File: src/rtl/ysyx_040978_mux_key_table_pkg.sv
// ---------------------------------------------------------------------------
// ysyx_040978_mux_key_table_pkg
//   Shared encodings for the programmable key table.
//   - wr_op command codes (insert/update, delete, set default, clear all)
//   - write response status codes
// ---------------------------------------------------------------------------
package ysyx_040978_mux_key_table_pkg;

    typedef enum logic [1:0] {
        OP_INSERT      = 2'd0,
        OP_DELETE      = 2'd1,
        OP_SET_DEFAULT = 2'd2,
        OP_CLEAR_ALL   = 2'd3
    } wr_op_e;

    typedef enum logic [1:0] {
        ST_OK_NEW     = 2'd0,
        ST_OK_UPDATE  = 2'd1,
        ST_ERR_FULL   = 2'd2,
        ST_ERR_ABSENT = 2'd3
    } wr_status_e;

endpackage

File: src/rtl/ysyx_040978_key_match.sv
// ---------------------------------------------------------------------------
// ysyx_040978_key_match
//   Combinational comparator bank: compares one key against every table
//   entry and returns the one-hot match vector, a hit flag and the data of
//   the matching entry (zero when nothing matches).
//
//   Ports:
//     key          in   search key
//     entry_valid  in   per-entry valid bits
//     entry_key    in   per-entry stored keys
//     entry_data   in   per-entry stored data
//     match        out  one-hot match vector (valid & key equal)
//     hit          out  any entry matched
//     match_data   out  data of the matched entry
// ---------------------------------------------------------------------------
module ysyx_040978_key_match #(
    parameter int NR_KEY   = 4,
    parameter int KEY_LEN  = 8,
    parameter int DATA_LEN = 32
) (
    input  logic [KEY_LEN-1:0]                 key,
    input  logic [NR_KEY-1:0]                  entry_valid,
    input  logic [NR_KEY-1:0][KEY_LEN-1:0]     entry_key,
    input  logic [NR_KEY-1:0][DATA_LEN-1:0]    entry_data,
    output logic [NR_KEY-1:0]                  match,
    output logic                               hit,
    output logic [DATA_LEN-1:0]                match_data
);

    genvar gi;
    generate
        for (gi = 0; gi < NR_KEY; gi++) begin : g_cmp
            assign match[gi] = entry_valid[gi] && (entry_key[gi] == key);
        end
    endgenerate

    assign hit = |match;

    // Keys are unique in the table, so at most one bit of match is set and
    // an AND-OR select yields exactly that entry's data.
    always_comb begin
        match_data = '0;
        for (int i = 0; i < NR_KEY; i++) begin
            if (match[i]) begin
                match_data = match_data | entry_data[i];
            end
        end
    end

endmodule

File: src/rtl/ysyx_040978_mux_key_table.sv
// ---------------------------------------------------------------------------
// ysyx_040978_mux_key_table
//   Run-time programmable key -> data table with a default value.
//   Writes are always accepted and answered one cycle later with a status.
//   Lookups go through a one-stage valid/ready pipeline; a lookup issued in
//   the same cycle as a write observes the table before that write.
//
//   Ports:
//     clock, reset_n                 clock / async active-low reset
//     wr_valid, wr_op, wr_key,
//     wr_data                        write command
//     wr_resp_valid, wr_resp_status  registered write response
//     lk_valid, lk_ready, lk_key     lookup request channel
//     res_valid, res_ready,
//     res_data, res_hit              lookup result channel
//     count, full                    occupancy
// ---------------------------------------------------------------------------
module ysyx_040978_mux_key_table
    import ysyx_040978_mux_key_table_pkg::*;
#(
    parameter int                     NR_KEY      = 4,
    parameter int                     KEY_LEN     = 8,
    parameter int                     DATA_LEN    = 32,
    parameter logic [DATA_LEN-1:0]    DEFAULT_RST = '0,
    localparam int                    CW          = $clog2(NR_KEY + 1)
) (
    input  logic                  clock,
    input  logic                  reset_n,
    input  logic                  wr_valid,
    input  logic [1:0]            wr_op,
    input  logic [KEY_LEN-1:0]    wr_key,
    input  logic [DATA_LEN-1:0]   wr_data,
    output logic                  wr_resp_valid,
    output logic [1:0]            wr_resp_status,
    input  logic                  lk_valid,
    output logic                  lk_ready,
    input  logic [KEY_LEN-1:0]    lk_key,
    output logic                  res_valid,
    input  logic                  res_ready,
    output logic [DATA_LEN-1:0]   res_data,
    output logic                  res_hit,
    output logic [CW-1:0]         count,
    output logic                  full
);

    // ---------------- state ----------------
    logic [NR_KEY-1:0]                 valid_q, valid_d;
    logic [NR_KEY-1:0][KEY_LEN-1:0]    key_q;
    logic [NR_KEY-1:0][DATA_LEN-1:0]   data_q;
    logic [DATA_LEN-1:0]               default_q, default_d;
    logic [CW-1:0]                     count_q, count_d;
    logic                              full_q, full_d;
    logic                              wr_resp_valid_q, wr_resp_valid_d;
    logic [1:0]                        wr_resp_status_q, wr_resp_status_d;
    logic                              res_valid_q, res_valid_d;
    logic [DATA_LEN-1:0]               res_data_q, res_data_d;
    logic                              res_hit_q, res_hit_d;

    // One-hot entry write enable for the key/data storage.
    logic [NR_KEY-1:0]                 ent_we;

    // ---------------- comparator banks ----------------
    logic [NR_KEY-1:0]    wr_match;
    logic                 wr_hit;
    logic [DATA_LEN-1:0]  wr_match_data;
    logic [NR_KEY-1:0]    lk_match;
    logic                 lk_hit;
    logic [DATA_LEN-1:0]  lk_match_data;

    ysyx_040978_key_match #(
        .NR_KEY   (NR_KEY),
        .KEY_LEN  (KEY_LEN),
        .DATA_LEN (DATA_LEN)
    ) u_wr_match (
        .key         (wr_key),
        .entry_valid (valid_q),
        .entry_key   (key_q),
        .entry_data  (data_q),
        .match       (wr_match),
        .hit         (wr_hit),
        .match_data  (wr_match_data)
    );

    ysyx_040978_key_match #(
        .NR_KEY   (NR_KEY),
        .KEY_LEN  (KEY_LEN),
        .DATA_LEN (DATA_LEN)
    ) u_lk_match (
        .key         (lk_key),
        .entry_valid (valid_q),
        .entry_key   (key_q),
        .entry_data  (data_q),
        .match       (lk_match),
        .hit         (lk_hit),
        .match_data  (lk_match_data)
    );

    // The write path only needs the match vector; its data output is idle.
    logic unused_wr_data;
    assign unused_wr_data = ^wr_match_data;

    // ---------------- lowest free entry ----------------
    logic [NR_KEY-1:0] free_onehot;
    logic              free_any;

    // Scan from the top down so the last assignment wins: lowest index.
    always_comb begin
        free_onehot = '0;
        free_any    = 1'b0;
        for (int i = NR_KEY - 1; i >= 0; i--) begin
            if (!valid_q[i]) begin
                free_onehot    = '0;
                free_onehot[i] = 1'b1;
                free_any       = 1'b1;
            end
        end
    end

    // ---------------- write command ----------------
    always_comb begin
        valid_d          = valid_q;
        default_d        = default_q;
        count_d          = count_q;
        ent_we           = '0;
        wr_resp_valid_d  = wr_valid;
        wr_resp_status_d = wr_resp_status_q;
        if (wr_valid) begin
            case (wr_op)
                OP_INSERT: begin
                    if (wr_hit) begin
                        ent_we           = wr_match;
                        wr_resp_status_d = ST_OK_UPDATE;
                    end else if (free_any) begin
                        ent_we           = free_onehot;
                        valid_d          = valid_q | free_onehot;
                        count_d          = count_q + CW'(1);
                        wr_resp_status_d = ST_OK_NEW;
                    end else begin
                        wr_resp_status_d = ST_ERR_FULL;
                    end
                end
                OP_DELETE: begin
                    if (wr_hit) begin
                        valid_d          = valid_q & ~wr_match;
                        count_d          = count_q - CW'(1);
                        wr_resp_status_d = ST_OK_UPDATE;
                    end else begin
                        wr_resp_status_d = ST_ERR_ABSENT;
                    end
                end
                OP_SET_DEFAULT: begin
                    default_d        = wr_data;
                    wr_resp_status_d = ST_OK_UPDATE;
                end
                default: begin // OP_CLEAR_ALL
                    valid_d          = '0;
                    count_d          = '0;
                    wr_resp_status_d = ST_OK_UPDATE;
                end
            endcase
        end
        full_d = (count_d == CW'(NR_KEY));
    end

    // ---------------- lookup pipeline ----------------
    assign lk_ready = !res_valid_q || res_ready;

    // Result uses the pre-write table and default, giving read-before-write.
    always_comb begin
        res_valid_d = res_valid_q;
        res_data_d  = res_data_q;
        res_hit_d   = res_hit_q;
        if (lk_valid && lk_ready) begin
            res_valid_d = 1'b1;
            res_hit_d   = lk_hit;
            res_data_d  = lk_hit ? lk_match_data : default_q;
        end else if (res_ready) begin
            res_valid_d = 1'b0;
        end
    end

    // ---------------- registers ----------------
    always_ff @(posedge clock or negedge reset_n) begin
        if (!reset_n) begin
            valid_q          <= '0;
            default_q        <= DEFAULT_RST;
            count_q          <= '0;
            full_q           <= 1'b0;
            wr_resp_valid_q  <= 1'b0;
            wr_resp_status_q <= 2'd0;
            res_valid_q      <= 1'b0;
            res_data_q       <= '0;
            res_hit_q        <= 1'b0;
        end else begin
            valid_q          <= valid_d;
            default_q        <= default_d;
            count_q          <= count_d;
            full_q           <= full_d;
            wr_resp_valid_q  <= wr_resp_valid_d;
            wr_resp_status_q <= wr_resp_status_d;
            res_valid_q      <= res_valid_d;
            res_data_q       <= res_data_d;
            res_hit_q        <= res_hit_d;
        end
    end

    // Key/data storage is qualified by valid_q, so it carries no reset.
    always_ff @(posedge clock) begin
        for (int i = 0; i < NR_KEY; i++) begin
            if (ent_we[i]) begin
                key_q[i]  <= wr_key;
                data_q[i] <= wr_data;
            end
        end
    end

    assign wr_resp_valid  = wr_resp_valid_q;
    assign wr_resp_status = wr_resp_status_q;
    assign res_valid      = res_valid_q;
    assign res_data       = res_data_q;
    assign res_hit        = res_hit_q;
    assign count          = count_q;
    assign full           = full_q;

endmodule
File: config.mk
export PLATFORM = sky130hd
export DESIGN_NAME = ysyx_040978_mux_key_table
export DESIGN_NICKNAME = d
export VERILOG_FILES = /design/src/rtl/ysyx_040978_mux_key_table_pkg.sv /design/src/rtl/ysyx_040978_key_match.sv /design/src/rtl/ysyx_040978_mux_key_table.sv
export SDC_FILE = /design/constraint.sdc
export NUM_CORES = 1
export LEC_CHECK = 0
export BUFFER_PORTS_ARGS = -buffer_cell sky130_fd_sc_hd__buf_2
export CORE_ASPECT_RATIO = 1.2
export CORE_UTILIZATION = 45
export DETAILED_ROUTE_END_ITERATION = 7
export GPL_ROUTABILITY_DRIVEN = 0
export GPL_TIMING_DRIVEN = 0
export HOLD_SLACK_MARGIN = 0.08
export SLEW_MARGIN = 10
export SYNTH_ARGS = -nofsm -noshare
export SYNTH_HDL_FRONTEND = slang
export SYNTH_SLANG_ARGS = --single-unit
File: constraint.sdc
create_clock -name clock -period 11.1 [get_ports clock]
set_input_delay 2.22 -clock clock [delete_from_list [all_inputs] [get_ports clock]]
set_output_delay 2.22 -clock clock [all_outputs]
set_load 0.02 [all_outputs]
==> impl_results.md <==
- Pwr dens: 181 mW/mm2
- Worst path required time: 8.88 ns
- Drt wl/cell: 20.3 um
- Main synth FF type: edfxtp_1
- First-pass detailed-route iteration total: 5
- Vias per std cell: 5.47
- Setup violations, final: 0
- I/O pins: 97
- Crit path DAT: 2.63 ns
- Die W: 135 um
- Dpl cells: 1033
- Final min period: 4.85 ns
- Unique masters post-synth: 43
- CTS Buf Count: 24
- Nets@finish: 851
- Vias in the first global route: 6156
- Clock root cell: clkbuf_16
- Initial Utilization: 0.465
- Post-Syn Nets: 730
- Crit path launch type: input port
- Clock Sinks: 237
- Worst vdd ir: 0.125 mV
- Cts repair resizes: 0
- CORE AREA: 0.0205 mm2
- Period utilisation layout: 0.437
- Die Area: 0.0217 mm2
- Syn_area_per_cell: 14.1 um2
- Area Growth Syn to Fin: 18.5%
- Critical Path Sink Type: output port
- Row count: 57
- Slew headroom: 0.269
- Share of cells above drive strength 1: 0.224
- Vias post-DR: 5885
- Antenna Nets Post-Route: 0
- WP depth: 3
- Max Root-Sink Buffers: 3
- Highest Clock Rate: 206 MHz
- Slowest CP cell: buf_2
- Buffers on Ports: 87
- CP dominant cell by count: buf_2
- Cell area after synthesis: 0.00951 mm2
- Pin count of the biggest net entering global routing: 43
- CTS Hold Bufs: 0
- P_leak: 4.25 nW
- Async SR Flop Fraction: 0.325
- Starting DRT DRC Count: 402
- R2R cell count: 8
- Cells after Synth: 673
- Initial antenna violation count: 0
- Crit path cell chain: buf_2, nand2b_1, buf_2
- Hold Fails Final Rpt: 0
- Max_cap viols: 0
- CTS tree: done
- CP Buf/Inv Count: 2
- Total GRT Usage: 0.206
- Register area share after synthesis: 0.708
- Max incr delay on CP: 0.17 ns
- Die H: 161 um
- Slew Viols, Final: 0
- H-tree depth: 1
- HPWL after detailed placement: 14300 um
- Clock latency on the worst-skew pair: 0.52 ns
- Worst Skew: 0.0138 ns
- Fin util: 0.551
- Hold Path Class: flop to flop
- Residual DRC: 0
- First-pass GRT wire length: 34200 um
- Crit Path Class: input port to output port
- Register bit count reported by yosys: 237
- Setup repair after global routing missed its margin: no
- Hold path cells: 2
- Status: complete, no violations
- Largest delay share family, worst path: buffers and inverters
- Yosys warnings: 0
- Number of synthesized flops with an enable pin: 160
- WL final: 21800 um
- Total grt overflow: 0
- Setup TNS: 0 ns
- Antenna Cells: 0
- Clk slew on worst S/H paths: 0.06 ns
- Non-filler cells, final: 1076
- Worst slew pin tran: 1.09 ns
- Setup Buffers After CTS: 0
- Peak fanout along the critical path: 3
## registers in the layout, indices dropped and copies added, names as in the netlist
register / flops
data_q: 128
valid_q: 4
res_valid: 1
key_q: 32
wr_resp_valid: 1
res_data: 32
res_hit: 1
count: 3
full: 1
default_q: 32
wr_resp_status: 2
## final cells by class
type	count	area, um2
tap	265	332
sequential	237	6730
fill	1688	9190
multi-input combinational	389	2630
clock inverter	5	35.0
clock buffer	38	713
inverter	8	30.0
buffer	39	168
timing repair buffer	95	643
## cells by family after synthesis
logic type	count (synthesis)	share of synthesized area
compound gates	161	0.109
buf+inv	47	0.0208
flops	237	0.708
fa+ha+maj	2	0.00263
xor+xnor	64	0.0589
mux	33	0.0389
simple gates	129	0.0619
## synthesized netlist by cell type (all sizes together), types with 3 or more instances
cell type	instances	area, um2
dfrtp	77	1930
edfxtp	160	4800
a22oi	65	493
nor3	5	25.0
xnor2	31	272
nor4	12	81.3
nand2	79	297
o21ai	38	190
xor2	33	289
or4	3	22.5
buf	13	70.1
mux2	32	360
a31oi	4	31.3
clkbuf	26	97.6
inv	8	30.0
a21oi	39	195
nand3	12	60.1
nor2	6	22.5
nand4	6	37.5
## worst register-to-register path: cells and delay by family, from the launching register on
kind / cells / cell delay [ns]
AND/OR/NAND/NOR: 4 / 0.98
AO/OA/AOI/OAI: 1 / 0.72
buffers and inverters: 2 / 0.54
flip-flops: 1 / 0.42
XOR/XNOR: 1 / 0.22
## cells in the final DEF (no fill, tap or decap), types with 5 or more instances in the layout
master | synthesis | final
nand2_1 | 79 | 79
o21ai_1 | 36 | 36
clkbuf_8 | 0 | 6
mux2_2 | 32 | 32
xnor2_1 | 31 | 31
nor2_1 | 6 | 5
nor3_1 | 5 | 5
nor4_1 | 11 | 11
buf_16 | 0 | 6
buf_2 | 11 | 97
clkbuf_1 | 26 | 34
dfrtp_1 | 77 | 77
inv_1 | 7 | 7
nand4_1 | 6 | 6
a22oi_1 | 64 | 64
a21oi_1 | 39 | 36
xor2_1 | 33 | 33
edfxtp_1 | 160 | 160
nand3_1 | 12 | 12
clkbuf_16 | 0 | 24
## layer usage
layer / global-route usage / part of all wire / up-vias / wire, um
met5: 0 / 0 / - / 0
met4: 0.0495 / 0.017 / 0 / 372
met3: 0.0264 / 0.048 / 30 / 1040
met2: 0.367 / 0.50 / 148 / 11000
met1: 0.266 / 0.43 / 2936 / 9420
li1: - / - / 2771 / -
## stage by stage
step	hold slack (ns)	setup slack (ns)	cell area, um2	power [mW]
floorplan	0.480	5.41	9510	1.20
global placement	0.466	3.16	10300	1.28
detailed placement	0.472	5.90	10500	1.30
CTS	0.485	6.25	11300	2.06
global route	0.497	6.21	11300	2.12
finish	0.479	6.25	11300	2.04
## final timing paths
path                                     endpoint  slack [ns]   startpoint
worst max-delay path                     lk_ready        6.25    res_ready
worst min-delay path                  res_data[7]        0.48  res_data[7]
worst max register to register        data_q[105]        7.91    key_q[21]
worst min register to register        res_data[7]        0.48  res_data[7]
max in group asynchronous            res_data[19]        8.78      reset_n
min in group asynchronous       wr_resp_status[1]        1.69      reset_n
## power by group
group / switching, mW / total (mW) / internal, mW
logic: 0.142 / 0.231 / 0.0893
clock network: 0.320 / 0.759 / 0.440
registers: 0.0346 / 1.05 / 1.02
No activity file was read; power rests on OpenSTA's default activity.
